**config.mk**
```make
export PLATFORM = sky130hd
export DESIGN_NAME = alu_arbiter
export DESIGN_NICKNAME = d
export VERILOG_FILES = /design/src/rtl/alu_arbiter.sv
export SDC_FILE = /design/constraint.sdc
export NUM_CORES = 1
export LEC_CHECK = 0
export CAP_MARGIN = 20
export CORE_MARGIN = 2
export CORE_UTILIZATION = 45
export CTS_CLUSTER_SIZE = 8
export DETAILED_ROUTE_END_ITERATION = 16
export PLACE_DENSITY = 0.78
export SLEW_MARGIN = 40
export SYNTH_ARGS = -nofsm -noshare
export SYNTH_HDL_FRONTEND = slang
export SYNTH_HIERARCHICAL = 1
export SYNTH_SLANG_ARGS = --single-unit
```
**constraint.sdc**
```tcl
create_clock -name clk -period 3.6 [get_ports clk]
set_clock_uncertainty 0.2 [all_clocks]
set_input_delay 0.72 -clock clk [delete_from_list [all_inputs] [get_ports clk]]
set_output_delay 0.72 -clock clk [all_outputs]
set_load 0.01 [all_outputs]
```
**src/rtl/alu_arbiter.sv**
```systemverilog
`default_nettype none
// ============================================================================
// Module   : alu_arbiter (with its shared 4-bit alu)
// Brief    : Round-robin arbiter time-sharing one combinational ALU between
//            up to four requesters, with a single tagged response channel.
// Revision : 1.0 - initial release
// ============================================================================

module alu (
    input  logic [3:0] a,
    input  logic [3:0] b,
    input  logic [1:0] sel,
    output logic [3:0] result,
    output logic       carry_out,
    output logic       zero
);
    logic [4:0] w_sum;
    logic [4:0] w_diff;
    logic [3:0] w_neg_b;

    // Subtraction is a + two's-complement(b), so b=0 yields carry 0.
    assign w_neg_b = ~b + 4'd1;
    assign w_sum   = {1'b0, a} + {1'b0, b};
    assign w_diff  = {1'b0, a} + {1'b0, w_neg_b};

    always_comb begin
        result    = 4'd0;
        carry_out = 1'b0;
        case (sel)
            2'b00: begin
                result    = w_sum[3:0];
                carry_out = w_sum[4];
            end
            2'b01: begin
                result    = w_diff[3:0];
                carry_out = w_diff[4];
            end
            2'b10:   result = a & b;
            default: result = a | b;
        endcase
    end

    assign zero = (result == 4'd0);
endmodule

module alu_arbiter #(
    parameter int NUM_REQ = 4
) (
    input  logic                   clk,
    input  logic                   rst,
    input  logic [NUM_REQ-1:0]     req_valid,
    output logic [NUM_REQ-1:0]     req_ready,
    input  logic [4*NUM_REQ-1:0]   req_a,
    input  logic [4*NUM_REQ-1:0]   req_b,
    input  logic [2*NUM_REQ-1:0]   req_sel,
    output logic                   rsp_valid,
    input  logic                   rsp_ready,
    output logic [1:0]             rsp_id,
    output logic [3:0]             rsp_result,
    output logic                   rsp_carry,
    output logic                   rsp_zero,
    output logic                   busy
);
    localparam logic [1:0] IDLE = 2'd0;
    localparam logic [1:0] EXEC = 2'd1;
    localparam logic [1:0] RESP = 2'd2;

    localparam logic [1:0] c_last_init = 2'(NUM_REQ - 1);

    logic [1:0] r_state;
    logic [1:0] r_last_grant;
    logic [1:0] r_op_id;
    logic [3:0] r_a;
    logic [3:0] r_b;
    logic [1:0] r_sel;

    logic [2:0] w_cand;
    logic [1:0] w_grant_idx;
    logic       w_grant_found;
    logic [3:0] w_a;
    logic [3:0] w_b;
    logic [1:0] w_sel;
    logic [3:0] w_alu_result;
    logic       w_alu_carry;
    logic       w_alu_zero;

    // Search upward from the requester after the last winner, wrapping.
    always_comb begin
        w_cand        = 3'd0;
        w_grant_idx   = r_last_grant;
        w_grant_found = 1'b0;
        for (int k = 1; k <= NUM_REQ; k++) begin
            w_cand = {1'b0, r_last_grant} + 3'(k);
            if (w_cand >= 3'(NUM_REQ)) begin
                w_cand = w_cand - 3'(NUM_REQ);
            end
            if (!w_grant_found && req_valid[w_cand[1:0]]) begin
                w_grant_found = 1'b1;
                w_grant_idx   = w_cand[1:0];
            end
        end
    end

    always_comb begin
        w_a   = 4'd0;
        w_b   = 4'd0;
        w_sel = 2'd0;
        for (int i = 0; i < NUM_REQ; i++) begin
            if (w_grant_idx == 2'(i)) begin
                w_a   = req_a[4*i +: 4];
                w_b   = req_b[4*i +: 4];
                w_sel = req_sel[2*i +: 2];
            end
        end
    end

    always_comb begin
        req_ready = '0;
        if (!rst && (r_state == IDLE) && w_grant_found) begin
            req_ready[w_grant_idx] = 1'b1;
        end
    end

    alu u_alu (
        .a         (r_a),
        .b         (r_b),
        .sel       (r_sel),
        .result    (w_alu_result),
        .carry_out (w_alu_carry),
        .zero      (w_alu_zero)
    );

    always_ff @(posedge clk) begin
        if (rst) begin
            r_state      <= IDLE;
            r_last_grant <= c_last_init;
            r_op_id      <= 2'd0;
            r_a          <= 4'd0;
            r_b          <= 4'd0;
            r_sel        <= 2'd0;
            rsp_valid    <= 1'b0;
            rsp_id       <= 2'd0;
            rsp_result   <= 4'd0;
            rsp_carry    <= 1'b0;
            rsp_zero     <= 1'b0;
        end else begin
            case (r_state)
                IDLE: begin
                    if (w_grant_found) begin
                        r_a          <= w_a;
                        r_b          <= w_b;
                        r_sel        <= w_sel;
                        r_op_id      <= w_grant_idx;
                        r_last_grant <= w_grant_idx;
                        r_state      <= EXEC;
                    end
                end
                EXEC: begin
                    rsp_result <= w_alu_result;
                    rsp_carry  <= w_alu_carry;
                    rsp_zero   <= w_alu_zero;
                    rsp_id     <= r_op_id;
                    rsp_valid  <= 1'b1;
                    r_state    <= RESP;
                end
                RESP: begin
                    if (rsp_valid && rsp_ready) begin
                        rsp_valid <= 1'b0;
                        r_state   <= IDLE;
                    end
                end
                default: r_state <= IDLE;
            endcase
        end
    end

    assign busy = (r_state != IDLE);
endmodule
`default_nettype wire

```
# Yosys cells after proc, flatten, opt, wreduce, memory -nomap -nowiden
# Index checks and enable logic that the tools add are counted.
# W data, S select, Z words.
[word_totals] output_inout_bits=14 reg_bits=25 word_cells=106 input_bits=47
[classes] reduce_logical=20 bitwise=3 n_mux=42 eq_ne=9 n_addsub=11 magnitude_cmp=10
[op_table] op="$mux W4" count=9
[op_table] op="$mux W2" count=14
[op_table] op="$lt A2 B3 Y1 const B" count=5
[op_table] op="$ge A3 B3 Y1 const B" count=4
[op_table] op="$pmux W4 S3" count=1
[op_table] op="$add A4 B4 Y5" count=2
[op_table] op="$mux W1" count=10
[op_table] op="$bmux W1 S2" count=4
[op_table] op="$eq A2 B2 Y1 const B" count=4
[op_table] op="$sub A2 B1 Y2 const B" count=4
[op_table] op="$logic_and A1 B1 Y1" count=7
[op_table] op="$add A2 B2 Y3 const B" count=2
[op_table] op="$eq A2 B1 Y1 const B" count=3
[op_table] op="$logic_not A2 Y1" count=3
[op_table] op="$pmux W2 S3" count=1
[op_table] op="$reduce_and A2 Y1" count=3
[op_table] op="$add A4 B1 Y4 const B" count=1
[op_table] op="$and A4 B4 Y4" count=1
[op_table] op="$logic_not A1 Y1" count=4
[op_table] op="$logic_not A4 Y1" count=1
[op_table] op="$ne A2 B2 Y1 const B" count=2
[op_table] op="$not A4 Y4" count=1
[op_table] op="$or A4 B4 Y4" count=1
[op_table] op="$pmux W1 S2" count=2
[op_table] op="5 further kinds" count=6

# Depth between registers and ports, before layout
[logic_depth] ltp_word=20 ltp_mapped=10 ltp_nobuf=10

# Cells and area by module
# The synthesis kept the hierarchy.
[modules_own_cells] mod="alu_arbiter" seq_area_each_um2=500.5 cells_per_inst=141 instances=1 area_per_inst_um2=1252.5
[modules_own_cells] mod="alu" seq_area_each_um2=0.0 cells_per_inst=67 instances=1 area_per_inst_um2=501.7

# Worst setup path after synthesis
# Ideal clock, no wire load.
[synth_path] path_kind="input to output" start="input req_valid[3]" end="output req_ready[2]" cell_stages=6 required_ns=2.680 n_path_buf=1 path_slack_ns=0.944 arrival_ns=1.736 path_cell_list="nor4_1 -> or2_1 -> nor2_4 -> nand2_1 -> clkbuf_1 -> nor2_1"
[synth_via] elab_chain_len=17 word_cells_on_any_way=29 cone_classes="order compare: 2; mux: 19; reduce/logical: 8"
[synth_rtl] item="from (decl)" line="51" text="input logic [NUM_REQ-1:0] req_valid,"
[synth_rtl] item="$bmux W1 S2" line="97" text="if (!w_grant_found && req_valid[w_cand[1:0]]) begin"
[synth_rtl] item="$mux W1 (implied by the code)" line="97"
[synth_rtl] item="$mux W1" line="97"
[synth_rtl] item="$logic_not A1 Y1" line="97"
[synth_rtl] item="$logic_and A1 B1 Y1" line="97"
[synth_rtl] item="$mux W1" line="97"
[synth_rtl] item="$logic_not A1 Y1" line="97"
[synth_rtl] item="$logic_and A1 B1 Y1" line="97"
[synth_rtl] item="$mux W1" line="97"
[synth_rtl] item="$logic_not A1 Y1" line="97"
[synth_rtl] item="$logic_and A1 B1 Y1" line="97"
[synth_rtl] item="$mux W2" line="97"
[synth_rtl] item="$lt A2 B3 Y1 (implied by the code) / $ge A2 B1 Y1 (equally long branches)" line="120" text="req_ready[w_grant_idx] = 1'b1;"
[synth_rtl] item="$logic_and A1 B1 Y1 (implied by the code)" line="120"
[synth_rtl] item="$mux W1 (implied by the code)" line="120"
[synth_rtl] item="$demux W1 S2" line="120"
[synth_rtl] item="$mux W4 (*)" line="119" text="if (!rst && (r_state == IDLE) && w_grant_found) begin"
[synth_rtl] item="to (decl)" line="52" text="output logic [NUM_REQ-1:0] req_ready,"
# Mark *: on every way between the ends. The rest lies on a longest branch, timed or not. The select of a mux whose other input is x is not followed.

# Final worst setup path
[layout_path] start="input req_valid[0]" end="output req_ready[2]"
# Same word-level chain as after synthesis.

==> impl_metrics.py <==
metrics = {
    "global_route": {
        "grt_first_pass_wirelength_um": 6299,
        "grt_use_total": 0.1812,
        "antenna_found_initial": 0,
        "maximum_number_of_pins_on_one_net_before_global_route_repair": 19,
        "number_of_global_route_vias_before_repair": 1485,
        "grt_overflow": 0,
    },
    "worst_hold_path": {
        "hold_path_startpoint": "rsp_result[0]",
        "hold_end": "rsp_result[0]",
        "worst_hold_path.num_cells": 2,
        "hold_path.class": "reg -> reg",
    },
    "sta": {
        "timing.final.crit_share": 0.9747,
        "maxSlewHeadroom": 0.5962,
        "worst_slew_pin_slew_ns": 0.6034,
        "maxSlewViolCount": 0,
        "tns_setup_ns": 0,
        "whs_ns": 0.2578,
        "setup_viol": 0,
        "unrepaired_setup_endpoints_after_global_routing": "yes",
        "fmaxAchievable_mhz": 285.0,
        "period_needed_ns": 3.509,
        "timing.final.hold_violations": 0,
    },
    "synth": {
        "syn-mean-instance-area_sq_um": 8.434,
        "synth-seq-cells": 25,
        "postSynthNetCount": 269,
        "post_syn_area_sq_um": 1754,
        "synth.yosys.seq_area_share": 0.2853,
        "synth_enable_flop_cells": 0,
        "number_of_unique_standard_cell_types_used_by_synthesis": 43,
        "async_reset_ff_frac": 0,
        "synth_area_leaders": "sky130_fd_sc_hd__dfxtp_1 (29%), sky130_fd_sc_hd__mux2i_1 (11%), sky130_fd_sc_hd__ha_1 (8.6%)",
        "synth.yosys.warnings": 6,
        "synthFlopType": "sky130_fd_sc_hd__dfxtp_1",
        "synth_area_leader_cell": "sky130_fd_sc_hd__dfxtp_1",
        "synthesis.instances": 208,
        "synth_largest_type_area_fraction": 0.2853,
    },
    "routing": {
        "route.antenna.remaining_nets": 0,
        "remaining_drc_errors": 0,
        "drt_pass1_iterations": 7,
        "via_per_inst": 5.223,
        "drt-total-wl_um": 3797,
        "detailroute.via_count": 1640,
        "dr.first_iter.drc_count": 79,
        "routed_length_per_instance_um": 12.09,
    },
    "die": {
        "die_height_um": 66.44,
        "dieWidth_um": 66.44,
        "coreArea_sq_um": 3716,
        "io_pins": 61,
        "die_area_sq_um": 4414,
        "placementRows": 22,
        "initial_core_util": 0.4721,
    },
    "setup_path": {
        "r2r_endpoint": "rsp_zero",
        "critical-path-max-stage-delay_ns": 0.55,
        "crit_path_start_kind": "input pin",
        "reg2reg_slack_ns": 0.94,
        "cells_traversed_along_the_worst_timing_path": "clkdlybuf4s50_1, o21ai_0, o21ai_0, a211o_2, nor2_1, clkdlybuf4s50_1",
        "critPathSlowestCell": "sky130_fd_sc_hd__clkdlybuf4s50_1",
        "timing.critical_path.to_type": "primary output",
        "critical_path.reg2reg.startpoint": "r_b[1]",
        "rr_worst_depth": 10,
        "cp_data_arrival_time_ns": 2.59,
        "timing.critical_path.required_ns": 2.68,
        "timing.critical_path.fanout_max": 8,
        "worst-setup-path-type": "in -> out",
    },
    "place": {
        "dpl.cell_count": 310,
        "detailedPlacementHpwl_um": 2965,
        "globalplace.congestion": 0.8391,
        "buffer_ports.inserted": 60,
    },
    "power": {
        "cellPowerDensity_nw_per_um2": 447.1,
        "irDropWorstVdd_mv": 0.1978,
        "total_power_of_the_final_layout_mw": 1.094,
        "power_leakage_nw": 1.024,
    },
    "final_layout": {
        "layout.area.seq_sq_um": 500.5,
        "final_cells": 314,
        "antenna_diode_count": 0,
        "n_fill_cell": 329,
        "multiInputGateArea_sq_um": 1126,
        "area.growth.synth_to_final_pct": 39.44,
        "design.final.nets": 328,
        "fin_util": 0.6582,
        "final_layout_size_suffix_gt1_frac": 0.06767,
    },
    "clocking": {
        "cts_tree": "yes",
        "h-tree-depth": 1,
        "cts_max_path_buffers": 2,
        "inserted_clock_buffers": 3,
        "clock_latency_ns": 0.26,
        "clk_pin_slew_worst_paths_ns": 0.09,
        "cts_sinks": 25,
        "cts_root_buf": "sky130_fd_sc_hd__clkbuf_8",
        "cts.repair_timing.setup_buffer_count": 0,
    },
    "job": {
        "timing.max_cap.violations": 0,
    },
    "outcome": {
        "status": "finished, final reports clean",
    },
}
==> timing repair <==
| action | CTS | global route |
|---|---|---|
| gates resized for setup | 0 | 5 |
| hold buffers | 0 | 0 |
| setup endpoints to repair | 0 | 4 |
==> metrics by stage <==
step / setup slack [ns] / instance area [sq um]
floorplan: 0.9436 / 1754
global placement: 0.09232 / 2379
detailed placement: 0.06608 / 2379
CTS: 0.04698 / 2427
global route: -0.006164 / 2446
finish: 0.09095 / 2446
==> per-layer routing <==
| layer | GRT usage | routed length, um | vias up |
|---|---|---|---|
| met5 | 0 | 0 | - |
| met4 | 0.04592 | 22 | 0 |
| met3 | 0.04259 | 261 | 4 |
| met2 | 0.3100 | 1793 | 66 |
| met1 | 0.2274 | 1720 | 728 |
| li1 | - | - | 842 |
==> placed cells by master (no fill, tap or decap), types with 4 or more instances in the layout <==
cell / count
sky130_fd_sc_hd__ha_1: 12
sky130_fd_sc_hd__a21oi_1: 17
sky130_fd_sc_hd__dfxtp_1: 25
sky130_fd_sc_hd__nor2_1: 9
sky130_fd_sc_hd__o21ai_0: 5
sky130_fd_sc_hd__nor3_1: 4
sky130_fd_sc_hd__buf_4: 5
sky130_fd_sc_hd__o221ai_1: 9
sky130_fd_sc_hd__clkdlybuf4s50_1: 58
sky130_fd_sc_hd__nand2b_1: 6
sky130_fd_sc_hd__mux2i_1: 19
sky130_fd_sc_hd__nand2_1: 32
sky130_fd_sc_hd__inv_1: 17
==> report_power, final <==
group | leakage [nW] | switching (mW) | internal, mW
clock network | 0.0217 | 0.0884 | 0.0783
registers | 0.206 | 0.0575 | 0.324
logic | 0.797 | 0.256 | 0.289
total | 1.02 | 0.402 | 0.692
==> kinds of logic after synthesis <==
kind of cell | count (synthesis) | share of synthesized area
and+or+nand+nor | 67 | 0.1826
AOI/OAI and AO/OA | 47 | 0.1840
buffers and inverters | 29 | 0.08060
DFF | 25 | 0.2853
muxes | 21 | 0.1341
adders and majority gates | 14 | 0.1084
xor gates and xnor gates | 5 | 0.02497
==> how the worst max path moves through the flow <==
stage / startpoint / end / slack (ns) / depth (start not counted)
6_report: req_valid[0] / req_ready[2] / 0.09 / 6
5_1_grt: req_valid[0] / req_ready[2] / -0.006 / 7
4_1_cts: req_valid[3] / req_ready[2] / 0.05 / 7
3_5_place_dp: req_valid[3] / req_ready[2] / 0.07 / 7
3_3_place_gp: req_valid[3] / req_ready[3] / 0.09 / 7
2_1_floorplan: req_valid[3] / req_ready[2] / 0.94 / 6
==> registers in the layout, summed over array words and instances, names as in the netlist <==
name and flops:
rsp_carry 1, rsp_valid 1, r_sel 2, r_op_id 2, r_a 4, r_b 4
rsp_result 4, r_state 2, r_last_grant 2, rsp_zero 1, rsp_id 2
==> worst max-delay path, delay by kind of cell <==
family	cells	cell delay, ns
AOI/OAI and AO/OA	3	0.72
buffers and inverters	2	1.02
and+or+nand+nor	1	0.12
==> final cells by class <==
type / count / area share
clock buffer: 3 / 0.01688
clock inverter: 1 / 0.003069
inverter: 18 / 0.02762
multi-input combinational: 154 / 0.4604
sequential: 25 / 0.2046
tap: 48 / 0.02455
timing repair buffer: 65 / 0.2629
==> synth_stat cells, types with 2 or more instances <==
cell type                   n
sky130_fd_sc_hd__and3_1     2
sky130_fd_sc_hd__nand2b_1   6
sky130_fd_sc_hd__o211ai_1   3
sky130_fd_sc_hd__clkbuf_1   5
sky130_fd_sc_hd__a21o_1     2
sky130_fd_sc_hd__a211oi_1   3
sky130_fd_sc_hd__nand2_1   32
sky130_fd_sc_hd__fa_1       2
sky130_fd_sc_hd__a21oi_1   17
sky130_fd_sc_hd__o21ai_0    5
sky130_fd_sc_hd__ha_1      12
sky130_fd_sc_hd__o221ai_1   9
sky130_fd_sc_hd__inv_1     17
sky130_fd_sc_hd__mux2i_1   19
sky130_fd_sc_hd__xnor2_1    3
sky130_fd_sc_hd__buf_6      2
sky130_fd_sc_hd__nor2b_1    3
sky130_fd_sc_hd__buf_2      2
sky130_fd_sc_hd__o2111a_1   2
sky130_fd_sc_hd__nor2_1     9
sky130_fd_sc_hd__dfxtp_1   25
sky130_fd_sc_hd__or2_1      3
sky130_fd_sc_hd__nor3_1     4
sky130_fd_sc_hd__xor2_1     2
Note: power is estimated with default switching activity, not from simulation.
